==> src/rtl/prog_loader_if.sv <==
// Signal bundle between the host-side loader, the host byte streams,
// the processor control pins and the instruction/data memory ports.
interface prog_loader_if;
  logic       in_valid;
  logic [7:0] in_data;
  logic       in_ready;
  logic       out_valid;
  logic [7:0] out_data;
  logic       out_ready;
  logic       proc_en;
  logic       proc_finish;
  logic       im_we;
  logic [7:0] im_waddr;
  logic [7:0] im_wdata;
  logic       dm_sel;
  logic       dm_we;
  logic [7:0] dm_addr;
  logic [7:0] dm_wdata;
  logic [7:0] dm_rdata;

  // Loader side.
  modport slave (
    input  in_valid, in_data, out_ready, proc_finish, dm_rdata,
    output in_ready, out_valid, out_data, proc_en,
           im_we, im_waddr, im_wdata, dm_sel, dm_we, dm_addr, dm_wdata
  );

  // Host, processor and memory side.
  modport master (
    output in_valid, in_data, out_ready, proc_finish, dm_rdata,
    input  in_ready, out_valid, out_data, proc_en,
           im_we, im_waddr, im_wdata, dm_sel, dm_we, dm_addr, dm_wdata
  );
endinterface

==> src/rtl/prog_loader.sv <==
// Load/run/dump controller: streams an instruction and data image into memory,
// runs the core under a watchdog, then returns a status byte and a DM window.
module prog_loader #(
  parameter logic [15:0] RUN_TIMEOUT = 16'hFFFF
) (
  input logic          CLOCK,
  input logic          RESETN,
  prog_loader_if.slave bus
);

  typedef enum logic [3:0] {
    S_IDLE, S_LOAD_IM, S_DM_LEN, S_LOAD_DM, S_DUMP_LEN,
    S_RUN, S_STATUS, S_DUMP_RD, S_DUMP_OUT
  } state_e;

  state_e      r_state;
  state_e      w_next;

  logic [7:0]  r_len;
  logic [7:0]  r_addr;
  logic [7:0]  r_dump_len;
  logic [15:0] r_run_cnt;
  logic        r_out_valid;
  logic [7:0]  r_out_data;
  logic        r_im_we;
  logic [7:0]  r_im_waddr;
  logic [7:0]  r_im_wdata;
  logic        r_dm_we;
  logic [7:0]  r_dm_addr;
  logic [7:0]  r_dm_wdata;

  logic        w_in_ready;
  logic        w_proc_en;
  logic        w_accept;
  logic        w_out_take;
  logic        w_timeout;
  logic        w_last_load;
  logic        w_last_dump;

  assign w_accept    = bus.in_valid & w_in_ready;
  assign w_out_take  = r_out_valid & bus.out_ready;
  assign w_timeout   = (r_run_cnt + 16'd1) == RUN_TIMEOUT;
  assign w_last_load = ({1'b0, r_addr} + 9'd1) == {1'b0, r_len};
  assign w_last_dump = ({1'b0, r_addr} + 9'd1) == {1'b0, r_dump_len};

  // State register.
  always_ff @(posedge CLOCK or negedge RESETN) begin
    if (!RESETN) r_state <= S_IDLE;
    else         r_state <= w_next;
  end

  // Next-state logic.
  always_comb begin
    // NOTE: default first so every path assigns w_next and no latch is inferred.
    w_next = r_state;
    case (r_state)
      S_IDLE:     if (w_accept) w_next = (bus.in_data == 8'd0) ? S_DM_LEN : S_LOAD_IM;
      S_LOAD_IM:  if (w_accept && w_last_load) w_next = S_DM_LEN;
      S_DM_LEN:   if (w_accept) w_next = (bus.in_data == 8'd0) ? S_DUMP_LEN : S_LOAD_DM;
      S_LOAD_DM:  if (w_accept && w_last_load) w_next = S_DUMP_LEN;
      S_DUMP_LEN: if (w_accept) w_next = S_RUN;
      S_RUN:      if (bus.proc_finish || w_timeout) w_next = S_STATUS;
      S_STATUS:
        if (w_out_take)
          w_next = (r_out_data == 8'h00 && r_dump_len != 8'd0) ? S_DUMP_RD : S_IDLE;
      S_DUMP_RD:  w_next = S_DUMP_OUT;
      S_DUMP_OUT: if (w_out_take) w_next = w_last_dump ? S_IDLE : S_DUMP_RD;
      default:    w_next = S_IDLE;
    endcase
  end

  // State-decoded outputs.
  always_comb begin
    w_in_ready = 1'b0;
    w_proc_en  = 1'b0;
    case (r_state)
      S_IDLE, S_LOAD_IM, S_DM_LEN, S_LOAD_DM, S_DUMP_LEN: w_in_ready = 1'b1;
      S_RUN:   w_proc_en = 1'b1;
      default: ;
    endcase
  end

  // Counters, memory write strobes and the result byte register.
  always_ff @(posedge CLOCK or negedge RESETN) begin
    if (!RESETN) begin
      r_len       <= 8'd0;
      r_addr      <= 8'd0;
      r_dump_len  <= 8'd0;
      r_run_cnt   <= 16'd0;
      r_out_valid <= 1'b0;
      r_out_data  <= 8'h00;
      r_im_we     <= 1'b0;
      r_im_waddr  <= 8'd0;
      r_im_wdata  <= 8'd0;
      r_dm_we     <= 1'b0;
      r_dm_addr   <= 8'd0;
      r_dm_wdata  <= 8'd0;
    end else begin
      // NOTE: non-blocking throughout so every read sees the pre-edge value.
      r_im_we <= 1'b0;
      r_dm_we <= 1'b0;
      case (r_state)
        S_IDLE, S_DM_LEN:
          if (w_accept) begin
            r_len  <= bus.in_data;
            r_addr <= 8'd0;
          end
        S_LOAD_IM:
          if (w_accept) begin
            r_im_we    <= 1'b1;
            r_im_waddr <= r_addr;
            r_im_wdata <= bus.in_data;
            r_addr     <= r_addr + 8'd1;
          end
        S_LOAD_DM:
          if (w_accept) begin
            r_dm_we    <= 1'b1;
            r_dm_addr  <= r_addr;
            r_dm_wdata <= bus.in_data;
            r_addr     <= r_addr + 8'd1;
          end
        S_DUMP_LEN:
          if (w_accept) begin
            r_dump_len <= bus.in_data;
            r_run_cnt  <= 16'd0;
          end
        S_RUN: begin
          r_run_cnt <= r_run_cnt + 16'd1;
          // Finish takes priority over a coincident watchdog expiry.
          if (bus.proc_finish || w_timeout) begin
            r_out_valid <= 1'b1;
            r_out_data  <= bus.proc_finish ? 8'h00 : 8'hEE;
          end
        end
        S_STATUS:
          if (w_out_take) begin
            r_out_valid <= 1'b0;
            r_addr      <= 8'd0;
            r_dm_addr   <= 8'd0;
          end
        S_DUMP_OUT:
          // First cycle captures the read data, then hold until consumed.
          if (!r_out_valid) begin
            r_out_valid <= 1'b1;
            r_out_data  <= bus.dm_rdata;
          end else if (bus.out_ready) begin
            r_out_valid <= 1'b0;
            r_addr      <= r_addr + 8'd1;
            r_dm_addr   <= r_addr + 8'd1;
          end
        default: ;
      endcase
    end
  end

  assign bus.in_ready  = w_in_ready;
  assign bus.proc_en   = w_proc_en;
  assign bus.dm_sel    = ~w_proc_en;
  assign bus.out_valid = r_out_valid;
  assign bus.out_data  = r_out_data;
  assign bus.im_we     = r_im_we;
  assign bus.im_waddr  = r_im_waddr;
  assign bus.im_wdata  = r_im_wdata;
  assign bus.dm_we     = r_dm_we;
  assign bus.dm_addr   = r_dm_addr;
  assign bus.dm_wdata  = r_dm_wdata;

endmodule

==> src/flat_wrapper.sv <==
// flat-port wrapper written by rule: the top's interface ports become plain ports
module prog_loader_flat 
#(
  parameter logic [15:0] RUN_TIMEOUT = 16'hFFFF
)
  (CLOCK, RESETN, bus_in_valid, bus_in_data, bus_out_ready, bus_proc_finish, bus_dm_rdata, bus_in_ready, bus_out_valid, bus_out_data, bus_proc_en, bus_im_we, bus_im_waddr, bus_im_wdata, bus_dm_sel, bus_dm_we, bus_dm_addr, bus_dm_wdata);
  prog_loader_if bus_i ();
  input logic CLOCK;
  input logic RESETN;
  input wire logic [$bits(bus_i.in_valid)-1:0] bus_in_valid;
  input wire logic [$bits(bus_i.in_data)-1:0] bus_in_data;
  input wire logic [$bits(bus_i.out_ready)-1:0] bus_out_ready;
  input wire logic [$bits(bus_i.proc_finish)-1:0] bus_proc_finish;
  input wire logic [$bits(bus_i.dm_rdata)-1:0] bus_dm_rdata;
  output wire logic [$bits(bus_i.in_ready)-1:0] bus_in_ready;
  output wire logic [$bits(bus_i.out_valid)-1:0] bus_out_valid;
  output wire logic [$bits(bus_i.out_data)-1:0] bus_out_data;
  output wire logic [$bits(bus_i.proc_en)-1:0] bus_proc_en;
  output wire logic [$bits(bus_i.im_we)-1:0] bus_im_we;
  output wire logic [$bits(bus_i.im_waddr)-1:0] bus_im_waddr;
  output wire logic [$bits(bus_i.im_wdata)-1:0] bus_im_wdata;
  output wire logic [$bits(bus_i.dm_sel)-1:0] bus_dm_sel;
  output wire logic [$bits(bus_i.dm_we)-1:0] bus_dm_we;
  output wire logic [$bits(bus_i.dm_addr)-1:0] bus_dm_addr;
  output wire logic [$bits(bus_i.dm_wdata)-1:0] bus_dm_wdata;
  assign bus_i.in_valid = bus_in_valid;
  assign bus_i.in_data = bus_in_data;
  assign bus_i.out_ready = bus_out_ready;
  assign bus_i.proc_finish = bus_proc_finish;
  assign bus_i.dm_rdata = bus_dm_rdata;
  assign bus_in_ready = bus_i.in_ready;
  assign bus_out_valid = bus_i.out_valid;
  assign bus_out_data = bus_i.out_data;
  assign bus_proc_en = bus_i.proc_en;
  assign bus_im_we = bus_i.im_we;
  assign bus_im_waddr = bus_i.im_waddr;
  assign bus_im_wdata = bus_i.im_wdata;
  assign bus_dm_sel = bus_i.dm_sel;
  assign bus_dm_we = bus_i.dm_we;
  assign bus_dm_addr = bus_i.dm_addr;
  assign bus_dm_wdata = bus_i.dm_wdata;
  prog_loader #(.RUN_TIMEOUT(RUN_TIMEOUT)) u_core (.CLOCK(CLOCK), .RESETN(RESETN), .bus(bus_i));
endmodule
==> config.mk <==
export PLATFORM = sky130hd
export DESIGN_NAME = prog_loader_flat
export DESIGN_NICKNAME = d
export VERILOG_FILES = /design/src/rtl/prog_loader_if.sv /design/src/rtl/prog_loader.sv /design/src/flat_wrapper.sv
export SDC_FILE = /design/constraint.sdc
export NUM_CORES = 1
export LEC_CHECK = 0
export BUFFER_PORTS_ARGS = -buffer_cell sky130_fd_sc_hd__buf_4
export CAP_MARGIN = 20
export CORE_UTILIZATION = 50
export CTS_CLUSTER_DIAMETER = 40
export DETAILED_ROUTE_END_ITERATION = 6
export HOLD_SLACK_MARGIN = 0.03
export PLACE_DENSITY = 0.71
export SYNTH_ARGS = -nofsm -noshare
export SYNTH_HDL_FRONTEND = slang
export SYNTH_SLANG_ARGS = --single-unit
==> constraint.sdc <==
create_clock -name CLOCK -period 3 [get_ports CLOCK]
set_clock_uncertainty 0.15 [all_clocks]
set_input_delay 0.15 -clock CLOCK [delete_from_list [all_inputs] [get_ports CLOCK]]
set_output_delay 0.15 -clock CLOCK [all_outputs]
set_load 0.02 [all_outputs]
==> After elaboration in Yosys (flattened, before gate mapping) <==
Cells that the tools add are included.
{ "op_classes": {"eq_ne": 25, "bitwise_logic": 3, "reduce_logical": 25, "mux": 37, "add_sub_neg": 3} }
{ "op_table": {"columns": ["cell", "n"], "rows": [
  ["$mux 8", 9],
  ["$pmux 4 s9", 1],
  ["$mux 4", 8],
  ["$pmux 16 s2", 1],
  ["$pmux 8 s4", 1],
  ["$ne 2x1->1 const B", 12],
  ["$pmux 8 s3", 1],
  ["$eq 9x8->1", 2],
  ["$add 16x1->16 const B", 1],
  ["$eq 16x16->1 const B", 1],
  ["$eq 4x3->1 const B", 4],
  ["$logic_not 8->1", 2],
  ["$mux 16", 1],
  ["$pmux 8 s2", 1],
  ["$reduce_and 2->1", 5],
  ["$add 8x1->9 const B", 1],
  ["$mux 1", 9],
  ["$mux 3", 3],
  ["$add 8x1->8 const B", 1],
  ["$eq 4x2->1 const B", 2],
  ["$reduce_and 8->1", 1],
  ["$reduce_bool 8->1", 1],
  ["$reduce_and 3->1", 2],
  ["$reduce_and 6->1", 1],
  ["other kinds (16)", 22]
]} }
{ "word_totals": {"out_inout_bits": 46, "regBits": 87} }

==> Depth between registers and ports, before layout <==
{ "logic_depth": {"ltp_word": 7, "mapped_depth": 9} }

==> Least setup slack after synthesis <==
OpenSTA, ideal clock, no wires.
{ "synth_timing": {"path_type": "register to register", "startpoint": "register u_core.r_state[0]", "endpoint": "register u_core.r_state[0]", "t_arrival_ns": 2.284, "stages_incl_launch_ff": 8, "path_slack_ns": 0.436, "n_path_buf": 1, "required_time_ns": 2.721, "path_cell_list": "dfrtp_1 buf_2 or2_1 a21oi_1 nand4_1 o41ai_1 nand2_1 o41a_1"} }
{ "synth_via": {"elab_chain_cells": 7} }
{ "synth_rtl": {"columns": ["element", "line", "source"], "rows": [
  ["from (decl)", "prog_loader.sv:16", "state_e r_state;"],
  ["from (signal assigned)", "prog_loader.sv:49", "else r_state <= w_next;"],
  ["$eq 4x1->1 (tied with other cells)", "prog_loader.sv:76", "case (r_state)"],
  ["$reduce_or 5->1 (*)", "prog_loader.sv:76", null],
  ["$mux 1 (*)", "prog_loader.sv:76", null],
  ["via bus_in_ready", "flat_wrapper.sv:15", "output wire logic [$bits(bus_i.in_ready)-1:0] bus_in_ready;"],
  ["$and 1x1->1 (*)", "prog_loader.sv:40", "assign w_accept = bus.in_valid & w_in_ready;"],
  ["$logic_and 1x1->1", "prog_loader.sv:58, prog_loader.sv:60", null],
  ["$ne 2x1->1 (no source line)", null, null],
  ["$reduce_and 8->1 (no source line) (*)", null, null]
]} }
Mark *: on every way through the listed nets, which the timed path passes. The rest lies on a longest branch.
A chain may end at the register's enable or synchronous reset.

==> Worst setup path in the final report <==
{ "layout_timing": {"startpoint": "register u_core.r_state[1]", "endpoint": "register u_core.r_state[0]"} }
{ "layout_via": {"elab_chain_cells": 7} }
{ "layout_rtl": {"columns": ["element", "line"], "rows": [
  ["$eq 4x1->1 (tied with other cells)", "prog_loader.sv:56, prog_loader.sv:76"],
  ["$reduce_or 5->1", "prog_loader.sv:76"],
  ["$mux 1", "prog_loader.sv:76"],
  ["$and 1x1->1", "prog_loader.sv:40"],
  ["$logic_and 1x1->1", "prog_loader.sv:58, prog_loader.sv:60"],
  ["$ne 2x1->1 (no source line)", null],
  ["$reduce_and 8->1 (no source line)", null]
]} }
Several ways; a longest one is shown, not always the timed one.

==> impl_metrics.csv <==
group,metric,value,unit
die,fp.coreArea,9196,µm²
route,first_pass_iters,4,
clock_tree,htreeDepth,3,
critical_path,required,3100,ps
placement,place_area,5289,µm²
critical_path,crit_chain,"or2_1 -> a21oi_1 -> nand4_1 -> o41ai_1 -> nand2_1 -> o41a_1",
critical_path,cp_slowest_cell,"o41ai_1",
finish,drive_above_1_share,25.00,%
clock_tree,cts_tree,"done",
timing,setup_violations,0,
clock_tree,worstSkewPairLatency,370,ps
critical_path,cp-startpoint,"u_core.r_state[1]",
critical_path,worstSetupPathType,"reg -> reg",
route,wire_per_inst,17.35,µm
die,start_util,51.29,%
synth,ys_seq_area_share,46.15,%
finish,n_antenna_cell,0,
timing,timing.fmax,371.4,MHz
critical_path,worst-path-max-fanout,13,
timing,timing_hold_violations_final,0,
clock_tree,cts-root-buf,"clkbuf_8",
clock_tree,clk_path_buf_depth,2,
timing,slew-limit-headroom,34.25,%
route,vias,4046,
clock_tree,clkSlewWorstSetupHoldPaths,100,ps
synth,synth-warning-count,0,
route,finalWirelength,11710,µm
clock_tree,ctsHoldBuffers,18,
synth,postSynthAreaPerCell,9.726,µm²
clock_tree,numCtsBuffers,9,
grt,grt_max_degree,88,
grt,grt_pass1_vias,3763,
power,sw_frac_of_total,42.45,%
clock_tree,clock_sinks,87,
power,leakagePower,2.440,nW
synth,syn_area,4717,µm²
clock_tree,cts_setup_buffers,0,
finish,fin_area,5688,µm²
timing,slew_violations,0,
synth,async_reset_ff_share,100.0,%
timing,finalCritPeriodShare,89.76,%
finish,finalNetCount,583,
grt,grt_usage,24.20,%
power,clkPwrFrac,15.3,%
critical_path,max_stage_delay,550,ps
die,num_rows,35,
power,comb_power_share,43.6,%
placement,dp_hpwl,7975,µm
finish,syn2layout_area_growth,20.58,%
critical_path,cp-end-kind,"flop",
critical_path,cp_data_arrival_time,2790,ps
clock_tree,cts_resized,0,
min_path,min_path_type,"in -> reg",
die,dieWidth,99.13,µm
flow_run,drv_cap,0,
finish,final_cell_count_no_fill,675,
synth,ys_ff_latch,87,
synth,ys_types,57,
die,ioPinCount,67,
power,internal_power,0.002993,W
grt,grt_overflow_total,0,
timing,tightest_slew,981.7,ps
die,die_h,99.13,µm
grt,grt_pass1_wl,18850,µm
min_path,hp-start,"bus_proc_finish",
power,seq_power_share,41.1,%
outcome,outcome,"complete, no violations",
placement,dp.cells,640,
critical_path,r2r-start,"u_core.r_state[1]",
timing,rsz0062_at_grt,"no",
power,powerDensity,914.3,nW/µm²
route,drt_iter0_drc,186,
synth,synth-edff-count,0,
route,drc,0,
synth,post_synth_inst_count,485,
timing,fin_setup_tns,0,ps
power,p_sw,0.002208,W
grt,antenna_found_initial,0,
placement,port-buffer-count,66,
route,viasPerCell,5.994,
synth,synth_nets,509,
route,postRouteAntennaNets,0,
die,die-area,9827,µm²
timing,fin_crit,2693,ps
placement,place_congestion,0.9092,
critical_path,crit_path_start_kind,"flop",
synth,synthFlopType,"dfrtp_1",
power,vdd_ir_drop_max,0.4943,mV
state kept, by name, summed over array words and instances (netlist names):
| register | cells |
|---|---|
| u_core.bus.dm_addr | 8 |
| u_core.r_addr | 8 |
| u_core.r_dump_len | 8 |
| u_core.bus.out_data | 8 |
| u_core.bus.dm_wdata | 8 |
| u_core.bus.dm_we | 1 |
| u_core.bus.im_we | 1 |
| u_core.r_len | 8 |
| u_core.bus.im_waddr | 8 |
| u_core.bus.out_valid | 1 |
| u_core.r_state | 4 |
| u_core.r_run_cnt | 16 |
| u_core.bus.im_wdata | 8 |
metrics by stage:
stage	setup WS [ps]	power (W)	utilization (%)	hold slack (ps)
floorplan	436.2	0.003603	-	-295.6
global placement	289.1	0.004324	57.51	217.5
detailed placement	353.7	0.004392	57.51	220.3
CTS	330.3	0.005207	61.55	48.81
global route	130.9	0.005544	61.85	81.12
finish	307.3	0.005201	61.85	57.18
cells in the final DEF (no fill, tap or decap), drive strengths merged, types with 10 or more instances in the layout:
master and n:
dfrtp 87, buf 76, o21ai 58, nor2 42, mux2 39, nand2 36
a21oi 21, dlygate4sd3 18, nand3 15, xnor2 14, nor3 14, a211oi 13
a31oi 11, nand4 10
cell type report:
class / count / area (µm²)
timing repair buffer: 94 / 770.7
tap: 111 / 138.9
inverter: 7 / 26.28
clock inverter: 7 / 67.56
clock buffer: 9 / 123.9
multi-input combinational: 360 / 2384
sequential: 87 / 2177
fill: 784 / 3508
synth_stat cells (all sizes together) (3+ instances only):
cell type  instances  area, µm²
a211oi            13      110.1
mux2              39      439.2
nor2              42      157.7
ha                 3      37.54
o31ai              4      30.03
xnor2             14      122.6
xor2               7      61.31
inv                6      22.52
a2111oi            8      70.07
and2               5      31.28
nor4               8      71.32
or3                4      25.02
a21oi             21      108.9
nor3              14      75.07
o211a              3      30.03
and3               9      56.30
o21ai             58      290.3
buf               11      55.05
nand3             15      75.07
a31oi             11      68.82
dfrtp             87       2177
o41ai              5      43.79
nand4             10      83.83
nand2             36      135.1
clkbuf            20      75.07
worst max-delay path, delay by kind of cell, from the launching register on:
kind | cells | cell delay (ps)
AO/OA/AOI/OAI | 3 | 1260
flip-flops | 1 | 530
AND/OR/NAND/NOR | 3 | 650
cell families after synthesis:
kind of cell             after synthesis  share of synthesized area [%]
AND/OR/NAND/NOR                      157                          17.35
AO/OA/AOI/OAI                        140                          19.18
flip-flops                            87                          46.15
multiplexers                          39                          9.310
buffers and inverters                 38                          3.315
XOR/XNOR                              21                          3.899
adder cells (fa/ha/maj)                3                         0.7958
power by group through the flow:
stage	clock network [W]	logic [W]	registers [W]
finish	0.000794	0.00227	0.00214
global route	0.000856	0.00247	0.00222
CTS	0.000811	0.00227	0.00213
detailed placement	0	0.00224	0.00215
global placement	0	0.00220	0.00212
floorplan	0	0.00142	0.00219
final timing paths:
check                           slack [ps]  cells after the start                     end
worst min register to register         340                      2   u_core.bus.dm_addr[0]
worst max register to register         310                      6       u_core.r_state[0]
worst max-delay path                   310                      6       u_core.r_state[0]
min in group asynchronous              100                      2  u_core.bus.out_data[3]
max in group asynchronous             1960                      3    u_core.r_dump_len[0]
worst min-delay path                    60                      3  u_core.bus.out_data[5]
layer usage:
layer | global-route usage (%) | wire length, µm | vias to the layer above
met3 | 3.795 | 539 | 12
met1 | 33.50 | 5397 | 1966
met5 | 0 | 0 | -
met4 | 6.787 | 119 | 0
met2 | 39.81 | 5657 | 119
li1 | - | - | 1949
Note: power is estimated with default switching activity, not from simulation.
